[config.mk]
export PLATFORM = sky130hd
export DESIGN_NAME = pc_stack_unit
export DESIGN_NICKNAME = d
export VERILOG_FILES = /design/src/rtl/pc_stack_unit.sv
export SDC_FILE = /design/constraint.sdc
export NUM_CORES = 1
export LEC_CHECK = 0
export BUFFER_PORTS_ARGS = -buffer_cell sky130_fd_sc_hd__buf_2
export CORE_AREA = 2 2 80 63
export DETAILED_ROUTE_END_ITERATION = 8
export DIE_AREA = 0 0 82 65
export GPL_TIMING_DRIVEN = 0
export PLACE_DENSITY = 0.62
export SYNTH_ARGS = -nofsm -noshare
export SYNTH_HDL_FRONTEND = slang
export SYNTH_SLANG_ARGS = --single-unit
[constraint.sdc]
create_clock -name clk -period 2.45 [get_ports clk]
set_input_delay 0.1225 -clock clk [delete_from_list [all_inputs] [get_ports clk]]
set_output_delay 0.1225 -clock clk [all_outputs]
set_load 0.02 [all_outputs]
[src/rtl/pc_stack_unit.sv]
// Program counter with stall, jump, relative branch and call/return through a hardware return-address stack.
// Latency: one cycle from command strobe to registered pout; no combinational input-to-pout path.
// Backpressure: stall freezes pc, stack pointer, stack contents and flags for that cycle.
module pc_stack_unit #(
    parameter int              AW        = 6,
    parameter int              OFF_W     = 6,
    parameter int              DEPTH     = 4,
    parameter logic [AW-1:0]   RESET_VEC = '0
) (
    input  logic                       clk,
    input  logic                       rst,
    input  logic                       stall,
    input  logic                       jump,
    input  logic                       branch,
    input  logic                       call,
    input  logic                       ret,
    input  logic [AW-1:0]              target,
    input  logic [OFF_W-1:0]           offset,
    output logic [AW-1:0]              pout,
    output logic [$clog2(DEPTH+1)-1:0] sp,
    output logic                       stk_empty,
    output logic                       stk_full,
    output logic                       stk_ovf,
    output logic                       stk_unf
);

    localparam int SPW = $clog2(DEPTH+1);
    localparam int IW  = $clog2(DEPTH);

    localparam logic [AW-1:0]  PC_ONE = {{(AW-1){1'b0}}, 1'b1};
    localparam logic [SPW-1:0] SP_ONE = {{(SPW-1){1'b0}}, 1'b1};
    localparam logic [SPW-1:0] SP_MAX = SPW'(DEPTH);

    logic [AW-1:0]  stack [DEPTH];
    logic [AW-1:0]  off_ext;
    logic [AW-1:0]  pc_inc;
    logic [AW-1:0]  pc_nxt;
    logic [SPW-1:0] sp_nxt;
    logic           push_en;
    logic [IW-1:0]  push_idx;
    logic [IW-1:0]  top_idx;
    logic           ovf_set;
    logic           unf_set;

    // Offsets wider than the pc are truncated; narrower ones are sign-extended.
    if (OFF_W >= AW) begin : g_off_trunc
        assign off_ext = offset[AW-1:0];
    end else begin : g_off_sext
        assign off_ext = {{(AW-OFF_W){offset[OFF_W-1]}}, offset};
    end

    assign pc_inc    = pout + PC_ONE;
    assign stk_empty = (sp == '0);
    assign stk_full  = (sp == SP_MAX);

    // sp < DEPTH whenever push_idx is used and sp > 0 whenever top_idx is used,
    // so both fit the narrower index width.
    assign push_idx = IW'(sp);
    assign top_idx  = IW'(sp - SP_ONE);

    always_comb begin
        pc_nxt  = pc_inc;
        sp_nxt  = sp;
        push_en = 1'b0;
        ovf_set = 1'b0;
        unf_set = 1'b0;
        if (stall) begin
            pc_nxt = pout;
        end else if (ret) begin
            if (stk_empty) begin
                unf_set = 1'b1;
            end else begin
                pc_nxt = stack[top_idx];
                sp_nxt = sp - SP_ONE;
            end
        end else if (call) begin
            pc_nxt = target;
            if (stk_full) begin
                ovf_set = 1'b1;
            end else begin
                push_en = 1'b1;
                sp_nxt  = sp + SP_ONE;
            end
        end else if (jump) begin
            pc_nxt = target;
        end else if (branch) begin
            pc_nxt = pout + off_ext;
        end
    end

    always_ff @(posedge clk) begin
        if (rst) begin
            pout    <= RESET_VEC;
            sp      <= '0;
            stk_ovf <= 1'b0;
            stk_unf <= 1'b0;
        end else begin
            pout    <= pc_nxt;
            sp      <= sp_nxt;
            stk_ovf <= stk_ovf | ovf_set;
            stk_unf <= stk_unf | unf_set;
        end
    end

    // Stack contents need no reset; sp alone defines which entries are valid.
    always_ff @(posedge clk) begin
        if (!rst && push_en) begin
            stack[push_idx] <= pc_inc;
        end
    end

endmodule

# Yosys cells after proc, flatten, opt, wreduce, memory -nomap -nowiden
# Memories as Yosys holds them, arrays and structs flattened.
# Cells that the tools add are included.
dict set report totals {
  regBits 11
  ramBits 24
  input_bits 19
  out_inout_bits 13
  elab_cells 42
  memories 1
}
dict set report classes {
  add_sub_neg 4
  n_eq_ne 3
  n_mux 22
  bitwise_logic 3
  reduce_logical 5
}
# memory words word_bits rd rd_clocked_by_memory_dff wr line_no
set mem_list {}
lappend mem_list {stack 4 6 1 0 1 34} ;# logic [AW-1:0] stack [DEPTH];
# operator n
set ops {}
lappend ops {{$mux 6} 5}
lappend ops {{$mux 1} 13}
lappend ops {{$mux 3} 4}
lappend ops {{$add 6x1->6 const B} 1}
lappend ops {{$add 6x6->6} 1}
lappend ops {{$ne 2x2->1 const B} 2}
lappend ops {{$reduce_and 4->1} 1}
lappend ops {{$add 3x1->3 const B} 1}
lappend ops {{$eq 3x3->1 const B} 1}
lappend ops {{$logic_not 3->1} 1}
lappend ops {{$sub 3x1->3 const B} 1}
lappend ops {{$or 1x1->1} 2}
lappend ops {{$reduce_bool 2->1} 1}
lappend ops {{$logic_and 1x1->1} 1}
lappend ops {{$logic_not 1->1} 1}
lappend ops {{$not 1->1} 1}

# Depth between registers and ports, before layout
dict set report depth {
  depth_word 8
  mapped_depth 10
  depth_no_buf 8
}

# Worst setup path before layout
# No wires, ideal clock.
dict set report synth_path {
  path_kind {register to register}
  start {register sp[0]}
  end {register pout[5]}
  setup_time_ps 125
  t_arrival_ps 2080
  required_time_ps 2325
  setup_slack_ps 244
  stages_incl_launch_ff 10
  n_path_buf 2
  period_less_slack_ps 2206
  cell_sequence {dfxtp_1 > buf_2 > inv_1 > ha_1 > buf_1 > mux4_2 > nand2_1 > o311ai_0 > a21oi_1 > o32ai_1}
}
dict set report synth_via {
  elab_chain_len 4
}
# item line_no
set synth_rtl {}
lappend synth_rtl {{start, declared} 20} ;# output logic [$clog2(DEPTH+1)-1:0] sp,
lappend synth_rtl {{start signal, assigned} 99} ;# sp <= sp_nxt;
lappend synth_rtl {{$sub 3x1->3} --}
lappend synth_rtl {{$mem_v2 4x6} --}
lappend synth_rtl {{$mux 6 (*)} 70} ;# if (stk_empty) begin
lappend synth_rtl {{$mux 6 (*)} 69} ;# end else if (ret) begin
lappend synth_rtl {{end signal, assigned} 98} ;# pout <= pc_nxt;
lappend synth_rtl {{end, declared} 19} ;# output logic [AW-1:0] pout,
# Every way passes the cells marked *; elsewhere a longest branch is shown, timed or not.
# A chain may end at the register's enable or synchronous reset.

# Worst setup path after layout
dict set report layout_path {
  start {register sp[0]}
  end {memory stack[2][0] (enable)}
}
dict set report layout_via {
  elab_chain_len 8
}
# item line_no
set layout_rtl {}
lappend layout_rtl {{$eq 3x3->1} 54} ;# assign stk_full = (sp == SP_MAX);
lappend layout_rtl {{$mux 1} 78} ;# if (stk_full) begin
lappend layout_rtl {{$mux 1} 76} ;# end else if (call) begin
lappend layout_rtl {{$mux 1} 69}
lappend layout_rtl {{$mux 1} 67} ;# if (stall) begin
lappend layout_rtl {{$logic_and 1x1->1} 107} ;# if (!rst && push_en) begin
lappend layout_rtl {{$mux 1} 107}
lappend layout_rtl {{$mux 1 (not written as such)} 108} ;# stack[push_idx] <= pc_inc;
lappend layout_rtl {{end, declared} 34}
# Several ways; a longest one is shown, not always the timed one.

==> results.sh <==
export IMPL_yosysUniqueCellTypes=47
export IMPL_antenna_found_initial=0
export IMPL_min_path_type="in2reg"
export IMPL_power_density_nw_per_um2=633
export IMPL_synth_ff_type="edfxtp_1"
export IMPL_dpl_worst_slack_ps=-45.1
export IMPL_power_mw=1.46
export IMPL_multi_input_area_um2=963
export IMPL_routedWlPerCell_um=15.8
export IMPL_slowest_stage="and3_1"
export IMPL_dieArea_um2=5330
export IMPL_ctsHoldBuffers=0
export IMPL_area_delta_synth_final_pct=15.4
export IMPL_crit_path_cell_trace="buf_2 -> inv_1 -> ha_2 -> and2_1 -> nor2b_1 -> and3_1"
export IMPL_num_antenna_cells=0
export IMPL_fin_ws_ps=213
export IMPL_p_leak_nw=0.904
export IMPL_grt_max_degree=12
export IMPL_worst_path_stages=6
export IMPL_path_max_fanout=7
export IMPL_synth_common_cells="edfxtp_1 (24), nor2_1 (18), a21oi_1 (13)"
export IMPL_htreeDepth=2
export IMPL_wirelength_um=4330
export IMPL_grt_util_met2_pct=24.4
export IMPL_slew_viol_final=0
export IMPL_track_usage_pct=17.7
export IMPL_num_rows=22
export IMPL_seqCellArea_um2=942
export IMPL_nFillCells=459
export IMPL_period_share_pct=91.3
export IMPL_avgSynthCellArea_um2=11.2
export IMPL_gp_congestion=0.776
export IMPL_yosys_warnings=0
export IMPL_ff2ff_setup_slack_ps=210
export IMPL_yosys_top_cells_area="edfxtp_1 (36%), dfxtp_1 (11%), ha_1 (6.9%)"
export IMPL_crit_path_max_incr_delay_ps=420
export IMPL_use_met3_pct=4.87
export IMPL_synth_most_common_cell="edfxtp_1"
export IMPL_cap_viol_max_count=0
export IMPL_yosysSeqAreaShare_pct=47.2
export IMPL_cts_tree="yes"
export IMPL_grtUsageMet1_pct=27.6
export IMPL_via_count=1461
export IMPL_criticalPathCategory="reg2reg"
export IMPL_root_buffer="clkbuf_8"
export IMPL_path_delay_family="simple AND/OR/NAND/NOR gates"
export IMPL_cts_sink_count=35
export IMPL_ant_nets=0
export IMPL_via_per_inst=5.31
export IMPL_vdd_drop_max_uv=287
export IMPL_finalSetupViolations=0
export IMPL_whs_path_depth=3
export IMPL_status="finished clean"
export IMPL_critPathLaunchType="flop"
export IMPL_synthArstFlopShare_pct=0
export IMPL_critical_path_required_ps=2390
export IMPL_clk_latency_ps=280
export IMPL_cts_buffers=5
export IMPL_syn_inst=178
export IMPL_finClkSkew_ps=9.23
export IMPL_grt_pass1_wl_um=6810
export IMPL_crit_buf_inv=2
export IMPL_finalNetCount=245
export IMPL_die_w_um=82
export IMPL_synth_edf_count=24
export IMPL_synth_top_area_cell="edfxtp_1"
export IMPL_die_h_um=65
export IMPL_finalHoldViolations=0
export IMPL_drcViolationCount=0
export IMPL_syn_nets=209
export IMPL_clk_pin_slew_worst_paths_ps=60
export IMPL_busiest_layer="met1"
export IMPL_clk_path_buf_depth=2
export IMPL_syn_area_um2=1990
export IMPL_io_pins=32
export IMPL_overflow=0
export IMPL_rsz0062_at_grt="no"
export IMPL_dp_hpwl_um=3330
export IMPL_first_global_vias=1358
export IMPL_crit_arrival_ps=2180
export IMPL_ys_ff_latch=35
export IMPL_synth_top_area_share_pct=36.2
export IMPL_reg2reg_depth=6
export IMPL_fmax_mhz=447
export IMPL_endpoint_kind="flop"
export IMPL_slew_limit_headroom_pct=64.5
export IMPL_portBuffers=30
export IMPL_drt_first_pass_iters=4
export IMPL_fin_crit_ps=2240
export IMPL_core_area_um2=4620
export IMPL_worst_pin_slew_ps=528
export IMPL_start_util_pct=43.1
export IMPL_drt_iter0_markers=52
export IMPL_drive_gt1_share_pct=27.0
-- path summary, 6_finish.rpt --
| kind | from | endpoint |
|---|---|---|
| min reg2reg | stk_ovf | stk_ovf |
| max | sp[0] | stack[2][0] |
| max reg2reg | sp[0] | stack[2][0] |
| min | call | stk_ovf |
-- power by group --
| group | switching, mW | internal, mW |
|---|---|---|
| Sequential | 0.0257 | 0.662 |
| Combinational | 0.221 | 0.162 |
| Clock | 0.189 | 0.195 |
-- logic make-up (layout without fill, tap and decap cells) --
| logic type | Yosys count | count (layout) | share of synthesized area (%) |
|---|---|---|---|
| simple gates | 57 | 57 | 15.1 |
| fa+ha+maj | 12 | 12 | 7.91 |
| compound gates | 36 | 36 | 12.1 |
| flops | 35 | 35 | 47.2 |
| mux | 11 | 11 | 9.54 |
| buf+inv | 19 | 56 | 4.58 |
| xor+xnor | 8 | 8 | 3.52 |
-- placed cells by master, fill, tap and decap left out, drive strengths merged, types with 2 or more instances in the layout --
master / n
xnor2: 6
nand2b: 2
o21ai: 5
nand2: 7
a221oi: 4
clkinv: 2
or3: 2
ha: 11
o31ai: 2
nor2b: 3
a21oi: 14
nor3: 2
nand3: 6
mux4: 6
inv: 11
xor2: 2
buf: 34
a21o: 2
dfxtp: 11
o211ai: 2
and3: 6
edfxtp: 24
clkbuf: 9
nor2: 19
and2: 3
o32ai: 2
mux2i: 4
nor3b: 3
-- tightest hold or removal path, stage by stage --
cell	delay, ps
buf_2	120
a31oi_1	80
nor2_1	70
-- through the flow --
step / setup TNS, ps / hold WS (ps) / util, % / area, um^2 / std cells
6_report: 0 / 146 / 49.7 / 2300 / 275
5_1_grt: 0 / 176 / 49.7 / 2300 / 275
4_1_cts: 0 / 136 / 49.6 / 2300 / 275
3_5_place_dp: -82.2 / 427 / 48.0 / 2220 / 268
3_3_place_gp: 0 / 420 / 48.0 / 2220 / 268
2_1_floorplan: 0 / 280 / - / 1990 / 178
-- registers in the layout, indices dropped and copies added (netlist names) --
register	cells
stack	24
stk_unf	1
stk_ovf	1
sp	3
pout	6
-- layout make-up --
type	instances	area share (%)
Buffer	7	2.01
Sequential cell	35	41.0
Clock inverter	2	0.381
Inverter	11	1.80
Tap cell	60	3.26
Clock buffer	6	3.16
Timing Repair Buffer	30	6.53
Multi-Input combinational cell	124	41.9
-- per-layer routing --
| layer | wire length, um | up-vias |
|---|---|---|
| met5 | 0 | - |
| met4 | 0 | 0 |
| met3 | 175 | 0 |
| met2 | 1800 | 31 |
| met1 | 2360 | 702 |
| li1 | - | 728 |
-- timing repair --
action,CTS,global route
setup endpoints to repair,4,14
gates cloned,0,0
resized for setup,0,2
endpoints found under the hold margin,0,0
setup buffers,0,0
pin swaps,0,0
No activity file was read; power rests on OpenSTA's default activity.
